===== config.mk =====
export PLATFORM = sky130hd
export DESIGN_NAME = ps2_keyboard
export DESIGN_NICKNAME = d
export VERILOG_FILES = /design/src/rtl/ps2_keyboard.sv
export SDC_FILE = /design/constraint.sdc
export NUM_CORES = 1
export LEC_CHECK = 0
export CORE_ASPECT_RATIO = 0.8
export CORE_MARGIN = 4
export CORE_UTILIZATION = 50
export DETAILED_ROUTE_END_ITERATION = 7
export GPL_TIMING_DRIVEN = 0
export PLACE_DENSITY = 0.67
export SLEW_MARGIN = 0
export SYNTH_ARGS = -nofsm -noshare
export SYNTH_HDL_FRONTEND = slang
export SYNTH_SLANG_ARGS = --single-unit

===== constraint.sdc =====
create_clock -name clk -period 2.71 [get_ports clk]
set_input_delay 0.271 -clock clk [delete_from_list [all_inputs] [get_ports clk]]
set_output_delay 0.271 -clock clk [all_outputs]
set_load 0.03 [all_outputs]

===== src/rtl/ps2_keyboard.sv =====
// ---------------------------------------------------------------------------
// ps2_keyboard
//   Keyboard input terminal for the Apple-1 style system. Receives PS/2
//   set-2 scancodes, tracks make/break/extended prefixes and the shift keys,
//   translates key presses to upper-case 7-bit ASCII and queues the result in
//   a small FIFO that the CPU reads as KBD / KBDCR.
//
// Ports
//   clk       in   1  system clock (14 MHz)
//   rst_n     in   1  asynchronous active-low reset
//   enable    in   1  CPU clock-enable strobe
//   ps2_clk   in   1  PS/2 clock from the keyboard (asynchronous)
//   ps2_data  in   1  PS/2 data from the keyboard (asynchronous)
//   address   in   1  0 = KBD data register, 1 = KBDCR status register
//   r_en      in   1  read strobe, active high
//   dout      out  8  read data (combinational)
//   kbd_err   out  1  one-cycle pulse per discarded frame
// ---------------------------------------------------------------------------
module ps2_keyboard #(
    parameter int FILTER_LEN  = 8,
    parameter int TIMEOUT_CYC = 14000,
    parameter int FIFO_AW     = 2
) (
    input  logic       clk,
    input  logic       rst_n,
    input  logic       enable,
    input  logic       ps2_clk,
    input  logic       ps2_data,
    input  logic       address,
    input  logic       r_en,
    output logic [7:0] dout,
    output logic       kbd_err
);

    localparam int FW    = $clog2(FILTER_LEN + 1);
    localparam int TW    = $clog2(TIMEOUT_CYC + 1);
    localparam int DEPTH = 2 ** FIFO_AW;

    // -----------------------------------------------------------------------
    // Input conditioning: 2-FF synchronisers, then a stability filter on the
    // clock line. The bus idles high, so everything resets to 1.
    // -----------------------------------------------------------------------
    logic [1:0]    clk_sync;
    logic [1:0]    data_sync;
    logic [FW-1:0] filt_cnt;
    logic          clk_filt;
    logic          sample;      // one-cycle pulse on a falling filtered edge

    // NOTE: state is updated with non-blocking assignments so every flop sees
    // the pre-edge value of every other flop, independent of statement order.
    always_ff @(posedge clk or negedge rst_n) begin
        if (!rst_n) begin
            clk_sync  <= 2'b11;
            data_sync <= 2'b11;
        end else begin
            clk_sync  <= {clk_sync[0], ps2_clk};
            data_sync <= {data_sync[0], ps2_data};
        end
    end

    // The filtered clock only follows the synced clock once the two have
    // disagreed for FILTER_LEN consecutive cycles; shorter glitches vanish.
    always_ff @(posedge clk or negedge rst_n) begin
        if (!rst_n) begin
            filt_cnt <= '0;
            clk_filt <= 1'b1;
            sample   <= 1'b0;
        end else begin
            sample <= 1'b0;
            if (clk_sync[1] == clk_filt) begin
                filt_cnt <= '0;
            end else if (filt_cnt == FW'(FILTER_LEN - 1)) begin
                filt_cnt <= '0;
                clk_filt <= clk_sync[1];
                sample   <= clk_filt;   // old level 1 -> new level 0
            end else begin
                filt_cnt <= filt_cnt + 1'b1;
            end
        end
    end

    // -----------------------------------------------------------------------
    // Frame receiver
    // -----------------------------------------------------------------------
    typedef enum logic [1:0] {RX_IDLE, RX_DATA, RX_PARITY, RX_STOP} rx_state_t;

    rx_state_t     rx_state, rx_next;
    logic [2:0]    bit_cnt;
    logic [7:0]    shift_reg;
    logic          parity_bit;
    logic [TW-1:0] to_cnt;
    logic          timeout;
    logic          code_valid;
    logic          frame_err;
    logic          code_stb;
    logic [7:0]    code;

    assign timeout = (rx_state != RX_IDLE) && !sample &&
                     (to_cnt == TW'(TIMEOUT_CYC - 1));

    // NOTE: every output of a combinational block gets a default first, so
    // no path leaves a signal unassigned and no latch is inferred.
    always_comb begin
        rx_next    = rx_state;
        code_valid = 1'b0;
        frame_err  = 1'b0;
        if (timeout) begin
            rx_next   = RX_IDLE;
            frame_err = 1'b1;
        end else if (sample) begin
            case (rx_state)
                RX_IDLE: begin
                    if (data_sync[1]) frame_err = 1'b1;
                    else              rx_next   = RX_DATA;
                end
                RX_DATA: begin
                    if (bit_cnt == 3'd7) rx_next = RX_PARITY;
                end
                RX_PARITY: rx_next = RX_STOP;
                RX_STOP: begin
                    rx_next = RX_IDLE;
                    // Odd parity: data plus parity bit holds an odd number of ones.
                    if (data_sync[1] && (^{parity_bit, shift_reg})) code_valid = 1'b1;
                    else                                            frame_err  = 1'b1;
                end
                default: rx_next = RX_IDLE;
            endcase
        end
    end

    always_ff @(posedge clk or negedge rst_n) begin
        if (!rst_n) rx_state <= RX_IDLE;
        else        rx_state <= rx_next;
    end

    always_ff @(posedge clk or negedge rst_n) begin
        if (!rst_n) begin
            bit_cnt    <= '0;
            shift_reg  <= '0;
            parity_bit <= 1'b0;
            to_cnt     <= '0;
            code_stb   <= 1'b0;
            code       <= '0;
            kbd_err    <= 1'b0;
        end else begin
            if (rx_state == RX_IDLE || sample) to_cnt <= '0;
            else                               to_cnt <= to_cnt + 1'b1;

            if (sample) begin
                case (rx_state)
                    RX_IDLE: bit_cnt <= '0;
                    RX_DATA: begin
                        shift_reg <= {data_sync[1], shift_reg[7:1]};   // LSB first
                        bit_cnt   <= bit_cnt + 1'b1;
                    end
                    RX_PARITY: parity_bit <= data_sync[1];
                    default: ;
                endcase
            end

            code_stb <= code_valid;
            if (code_valid) code <= shift_reg;
            kbd_err  <= frame_err;
        end
    end

    // -----------------------------------------------------------------------
    // Scancode decoder
    // -----------------------------------------------------------------------
    typedef enum logic [1:0] {DEC_NORMAL, DEC_BREAK, DEC_EXT, DEC_EXT_BREAK} dec_state_t;

    // Returns {hit, ascii}; hit = 0 for codes with no character.
    function automatic logic [7:0] translate(input logic [7:0] sc, input logic shifted);
        logic       hit;
        logic [6:0] ch;
        hit = 1'b1;
        ch  = 7'h00;
        case (sc)
            8'h1C: ch = 7'h41;  8'h32: ch = 7'h42;  8'h21: ch = 7'h43;
            8'h23: ch = 7'h44;  8'h24: ch = 7'h45;  8'h2B: ch = 7'h46;
            8'h34: ch = 7'h47;  8'h33: ch = 7'h48;  8'h43: ch = 7'h49;
            8'h3B: ch = 7'h4A;  8'h42: ch = 7'h4B;  8'h4B: ch = 7'h4C;
            8'h3A: ch = 7'h4D;  8'h31: ch = 7'h4E;  8'h44: ch = 7'h4F;
            8'h4D: ch = 7'h50;  8'h15: ch = 7'h51;  8'h2D: ch = 7'h52;
            8'h1B: ch = 7'h53;  8'h2C: ch = 7'h54;  8'h3C: ch = 7'h55;
            8'h2A: ch = 7'h56;  8'h1D: ch = 7'h57;  8'h22: ch = 7'h58;
            8'h35: ch = 7'h59;  8'h1A: ch = 7'h5A;
            8'h45: ch = shifted ? 7'h29 : 7'h30;
            8'h16: ch = shifted ? 7'h21 : 7'h31;
            8'h1E: ch = shifted ? 7'h40 : 7'h32;
            8'h26: ch = shifted ? 7'h23 : 7'h33;
            8'h25: ch = shifted ? 7'h24 : 7'h34;
            8'h2E: ch = shifted ? 7'h25 : 7'h35;
            8'h36: ch = shifted ? 7'h5E : 7'h36;
            8'h3D: ch = shifted ? 7'h26 : 7'h37;
            8'h3E: ch = shifted ? 7'h2A : 7'h38;
            8'h46: ch = shifted ? 7'h28 : 7'h39;
            8'h29: ch = 7'h20;
            8'h5A: ch = 7'h0D;
            8'h66: ch = 7'h5F;
            8'h76: ch = 7'h1B;
            8'h41: ch = shifted ? 7'h3C : 7'h2C;
            8'h49: ch = shifted ? 7'h3E : 7'h2E;
            8'h4A: ch = shifted ? 7'h3F : 7'h2F;
            8'h4C: ch = shifted ? 7'h3A : 7'h3B;
            8'h4E: ch = shifted ? 7'h5F : 7'h2D;
            8'h55: ch = shifted ? 7'h2B : 7'h3D;
            default: hit = 1'b0;
        endcase
        return {hit, ch};
    endfunction

    dec_state_t dec_state, dec_next;
    logic       shift, shift_next;
    logic       push_next;
    logic [7:0] xlat;
    logic       push_valid;
    logic [6:0] push_char;
    logic       is_shift_key;
    logic       is_ignored;

    assign xlat         = translate(code, shift);
    assign is_shift_key = (code == 8'h12) || (code == 8'h59);
    // Keyboard acknowledge / self-test / echo / resend bytes never affect state.
    assign is_ignored   = (code == 8'hAA) || (code == 8'hFA) ||
                          (code == 8'hEE) || (code == 8'hFE);

    always_comb begin
        dec_next   = dec_state;
        shift_next = shift;
        push_next  = 1'b0;
        if (code_stb && !is_ignored) begin
            case (dec_state)
                DEC_NORMAL: begin
                    if      (code == 8'hF0) dec_next   = DEC_BREAK;
                    else if (code == 8'hE0) dec_next   = DEC_EXT;
                    else if (is_shift_key)  shift_next = 1'b1;
                    else                    push_next  = xlat[7];
                end
                DEC_BREAK: begin
                    if (is_shift_key) shift_next = 1'b0;
                    dec_next = DEC_NORMAL;
                end
                DEC_EXT:       dec_next = (code == 8'hF0) ? DEC_EXT_BREAK : DEC_NORMAL;
                DEC_EXT_BREAK: dec_next = DEC_NORMAL;
                default:       dec_next = DEC_NORMAL;
            endcase
        end
    end

    always_ff @(posedge clk or negedge rst_n) begin
        if (!rst_n) begin
            dec_state  <= DEC_NORMAL;
            shift      <= 1'b0;
            push_valid <= 1'b0;
            push_char  <= '0;
        end else begin
            dec_state  <= dec_next;
            shift      <= shift_next;
            push_valid <= push_next;
            if (push_next) push_char <= xlat[6:0];
        end
    end

    // -----------------------------------------------------------------------
    // Character FIFO and CPU read port
    // -----------------------------------------------------------------------
    logic [6:0]         mem [DEPTH];
    logic [FIFO_AW-1:0] wr_ptr, rd_ptr;
    logic [FIFO_AW:0]   count;
    logic               empty, full;
    logic               rd_seen;
    logic               pop, push;

    assign empty = (count == '0);
    assign full  = count[FIFO_AW];
    // One pop per read transaction: rd_seen blocks held strobes.
    assign pop   = enable && r_en && !rd_seen && !address && !empty;
    // A pop in the same cycle frees the slot, so a full FIFO still accepts.
    assign push  = push_valid && (!full || pop);

    // NOTE: the storage array has no reset; the pointers and count alone
    // decide which entries are valid, so clearing the data would be wasted.
    always_ff @(posedge clk) begin
        if (push) mem[wr_ptr] <= push_char;
    end

    always_ff @(posedge clk or negedge rst_n) begin
        if (!rst_n) begin
            wr_ptr  <= '0;
            rd_ptr  <= '0;
            count   <= '0;
            rd_seen <= 1'b0;
        end else begin
            if (push) wr_ptr <= wr_ptr + 1'b1;
            if (pop)  rd_ptr <= rd_ptr + 1'b1;
            case ({push, pop})
                2'b10:   count <= count + 1'b1;
                2'b01:   count <= count - 1'b1;
                default: ;
            endcase
            if (enable && r_en)        rd_seen <= 1'b1;
            else if (!enable && !r_en) rd_seen <= 1'b0;
        end
    end

    // Read data is held at zero while reset is asserted.
    always_comb begin
        dout = 8'h00;
        if (rst_n) begin
            if (address)    dout = {~empty, 7'b0};
            else if (empty) dout = 8'h80;
            else            dout = {1'b1, mem[rd_ptr]};
        end
    end

endmodule


Word level (Yosys, flattened, before mapping)
Memory sizes are Yosys's and may differ from the RTL's. Index checks and enable logic that the tools add are counted.

Add/sub/neg operators: 7. $mul: 0. Div/mod/pow operators: 0. $lt $le $gt $ge: 0. Eq/ne operators: 73. Shift-type cells: 0. Muxes and demuxes: 60. Bitwise logic cells: 2. Reductions and logical operators: 43.

Operators with widths (number): 7-bit one-hot mux with 46 select lines (1); 8-bit by 6-bit == test with 1-bit output (second input constant) (23); 8-bit by 7-bit == test with 1-bit output (second input constant) (17); 8-bit by 5-bit == test with 1-bit output (second input constant) (8); 5-bit 2-to-1 mux (12); 8-bit == test (second input constant) (6); 46-bit OR reduction (1); 7-bit 2-to-1 mux (4); 1-bit 2-to-1 mux (25); 8-bit 2-to-1 mux (2); 14-bit by 1-bit adder with 14-bit output (second input constant) (1); 14-bit == test (second input constant) (1); 14-bit 2-to-1 mux (1); 2-bit 2-to-1 mux (7); 3-bit one-hot mux with 2 select lines (2); 2-bit nonzero test (6); 2-bit == test (second input constant) (5); 1-bit logical AND (10); 2-bit AND reduction (5); 3-bit != test (second input constant) (3); 9-bit XOR reduction (1); 1-bit logical NOT (8); 4-bit 2-to-1 mux (2); 2-bit != test (second input constant) (4); other kinds (18) (30).

Register bits after elaboration: 67. Bits in latches: 0. RAM bits: 28. Memory bits (read-only): 0. Output and inout port bits: 9. Memories kept: 1.

Memories: mem (words 4, bits a word 7, rd ports 1, clocked after Yosys merged registers in 0, wr ports 1, RTL line 268) `logic [6:0] mem [DEPTH];`.

Longest topological paths before layout
Word-level depth: 8. Mapped depth: 10.

Worst setup path after synthesis
OpenSTA, ideal clock, no wires.

Path kind: reg2reg. Start: register code[3]. End: register push_char[0]. Library setup time: 0.125 ns. Arrival time: 2.302 ns. Slack: 0.284 ns. Cell stages (with the launch flop): 8. Clock period less this slack: 2.426 ns. Cells stage by stage: dfrtp_1 -> buf_6 -> nand3b_1 -> o22ai_1 -> a2111oi_1 -> nand4b_1 -> o41ai_4 -> mux2_2.

Word-level cells in the longest chain between the ends: 8. Elaborated cells on any way between the ends: 68. Classes of those cells: 54 x eq/ne; 7 x mux; 7 x reduce/logical.

Ends and longest elaborated chain: start: declaration (RTL line 96) `logic [7:0] code;`; start signal: assignment (RTL line 162) `if (code_valid) code <= shift_reg;`; 8-bit by 7-bit == test with 1-bit output, or another cell as far along (RTL line 178) `case (sc)`; 46-bit OR reduction (no source line); 1-bit 2-to-1 mux (RTL line 178); 1-bit 2-to-1 mux (RTL line 237) `else if (is_shift_key) shift_next = 1'b1;`; 1-bit 2-to-1 mux (RTL line 236) `else if (code == 8'hE0) dec_next = DEC_EXT;`; 1-bit 2-to-1 mux (RTL line 235) `if (code == 8'hF0) dec_next = DEC_BREAK;`; 1-bit 2-to-1 mux (RTL line 233) `case (dec_state)`; 1-bit 2-to-1 mux (RTL line 232) `if (code_stb && !is_ignored) begin`; end signal: assignment (RTL line 261) `if (push_next) push_char <= xlat[6:0];`; end: declaration (RTL line 218) `logic [6:0] push_char;`.

Several ways; a longest one is shown, not always the timed one. A chain may end at the register's enable or synchronous reset.

Worst setup path in the final report
Start: input rst_n. End: output dout[4].

Word-level cells in the longest chain between the ends: 1.

Ends and longest elaborated chain: start: declaration (RTL line 25) `input logic rst_n,`; 8-bit 2-to-1 mux (RTL line 310) `if (rst_n) begin`; end: declaration (RTL line 31) `output logic [7:0] dout,`.

No other way between the ends.

==> metrics.yaml <==
timing:
  clock_skew_ns: 0.00660
  fin_crit_ns: 2.62
  timing.final.crit_share_pct: 96.6
  rsz0062_at_grt: "yes"
  fin_hold_ws_ns: 0.333
  fmax_mhz: 382
  max_slew_margin_pct: 49.9
  slew_violations: 0
  hold_viol: 0
  worst_pin_slew_ns: 0.741
  setup_viol: 0
yosys:
  synth-seq-area-share_pct: 47.4
  syn_inst: 494
  ys_warn_count: 0
  yosys_most_used_dff: "dfrtp_1"
  netlist_area_mm2: 0.00532
  syn_nets: 516
  yosysUniqueCellTypes: 73
  ys_seq_elements: 95
  synth_area_per_cell_um2: 10.8
  synth_edf_count: 28
  synthArstFlopShare_pct: 70.5
global_route:
  grt_pass1_wl_um: 20200
  antenna_found_initial: 0
  overflow: 0
  track_usage_pct: 20.8
  grt_pass1_vias: 3957
  grt_max_degree: 63
detailed_routing:
  via_count: 4016
  wirelength_um: 12000
  routedWlPerCell_um: 17.9
  drt_iter0_drc: 360
  postRouteAntennaNets: 0
  vias_per_cell: 6.00
  drt_pass1_iterations: 5
  drc: 0
die:
  num_rows: 33
  die_height_um: 100
  core_region_area_mm2: 0.0103
  io_pins: 16
  start_util_pct: 51.6
  die-area_mm2: 0.0124
  die_w_um: 123
final_layout:
  antenna_cells: 0
  syn2layout_area_growth_pct: 14.2
  largest_reg_flops: 28
  final_layout_size_suffix_gt1_share_pct: 18.7
  final_util_pct: 58.9
  nets: 546
worst_setup_path:
  startpoint_type: "input port"
  critPathRequiredTime_ns: 2.44
  cp.arrival_ns: 2.35
  critPathKind: "input port to output port"
  critPathMaxFanout: 8
  crit_path_end_kind: "output port"
cts:
  cts_tree: "built"
  clkSinkCount: 95
  htreeDepth: 3
  path_clk_slew_ns: 0.07
  cts_buffer_depth: 2
  insertion_delay_ns: 0.34
  cts-root-buf: "clkbuf_16"
  cts_made_buffers: 9
power_and_ir_drop:
  vdd_drop_max_v: 0.000311
  p_per_area_mw_per_mm2: 544
  leakage_uw: 0.00266
status:
  status: "completed"
min_path:
  hold_path_class: "input port to flop"
placed_design:
  io_buffers: 15
  routabilityCongestion: 1.00
  place_hpwl_um: 8390
run:
  maxCapViolCount: 0
## stage by stage
stage	TNS [ns]	instance area [µm²]	std cells	total power, µW	setup WS, ns
3_3_place_gp	-69.19	5650	649	2140	-1.95
3_5_place_dp	-2.23	5650	649	2150	-0.337
4_1_cts	0	6010	668	3350	0.00544
6_report	0	6080	669	3310	0.0915
2_1_floorplan	0	5320	494	2030	0.284
5_1_grt	-0.0102	6080	669	3480	-0.00483
## path summary, 6_finish.rpt
check	startpoint	endpoint	slack (ns)	cells past startpoint
hold / removal	ps2_data	data_sync[0]$_DFF_PN1_	0.33	1
setup reg to reg	code[1]$_DFFE_PN0P_	push_char[3]$_DFFE_PN0P_	0.12	8
min in group asynchronous	rst_n	data_sync[0]$_DFF_PN1_	0.49	2
hold reg to reg	clk_sync[0]$_DFF_PN1_	clk_sync[1]$_DFF_PN1_	0.36	0
max in group asynchronous	rst_n	rd_ptr[0]$_DFFE_PN0P_	1.90	3
setup / recovery	rst_n	dout[4]	0.09	5
## cell usage in the layout, fill, tap and decap left out, drive strengths merged, types with 4 or more instances in the layout
cell           count
ha                14
and3               6
nor2b             17
o21ai             22
buf               19
a31oi              6
dfstp              5
nand2b             7
a32o               4
and2               7
clkdlybuf4s50      8
nand2             35
clkbuf            24
or4b               5
dlymetal6s2s       6
nor3               9
nor3b              4
mux2              26
nand4b             5
xor2              12
nor4b              4
a21oi             15
edfxtp            28
mux4               7
nor2              43
xnor2             16
nand4              8
or3                4
dfrtp             62
o22ai              4
inv               20
nand3             12
## logic make-up (layout without fill, tap and decap cells)
logic type,after synthesis,in the layout,share of synthesized area (%)
mux,36,36,9.02
xor+xnor,29,29,5.17
simple gates,188,188,19.7
compound gates,85,85,11.2
flops,95,95,47.4
fa+ha+maj,15,15,3.67
buf+inv,46,81,3.90
## Yosys cell counts, types with 8 or more instances
cell,count,area share (%)
nor2b_1,17,2.0
clkbuf_1,13,0.92
nand2_1,35,2.5
nand4_1,8,0.94
xnor2_1,16,2.6
nor2_1,43,3.0
mux2_2,26,5.5
dfrtp_1,62,29
edfxtp_1,28,16
nor3_1,9,0.85
a21oi_1,15,1.4
ha_1,14,3.3
nand3_1,12,1.1
xor2_1,11,1.8
o21ai_0,22,2.1
inv_1,17,1.2
## metal layers
layer | part of all wire, % | up-vias | GRT usage (%)
met4 | 3.4 | 0 | 7.91
met2 | 44 | 154 | 30.9
met3 | 7.3 | 38 | 5.01
met5 | 0 | - | 0
met1 | 45 | 1956 | 29.6
li1 | - | 1868 | -
## worst max-delay path, stage by stage
cell,delay (ns)
dlygate4sd3_1,0.55
buf_6,0.17
or3b_2,0.55
nor2b_1,0.14
clkdlybuf4s50_1,0.67
## cell type report
type                    count  area, µm²
inverters                  17       63.8
plain buffers              26        146
clock inverters             6       51.3
flip-flops and latches     95       2520
repair buffers             22        245
multi-input cells         353       2650
well taps                 140        175
clock buffers              10        229
fillers                   889       4240
## timing repair
action                                  in CTS  in global routing
buffers inserted                             2                  3
hold buffers                                 2                  0
endpoints found under the setup margin      15                 15
pin swaps                                    1                  3
gates resized for setup                     10                 20
hold endpoints to repair                    62                  0
## power by group
part,internal [µW],switching (µW)
clock,635,549
sequential,1580,109
combinational,204,225
total,2420,883
No activity file was read; power rests on OpenSTA's default activity.
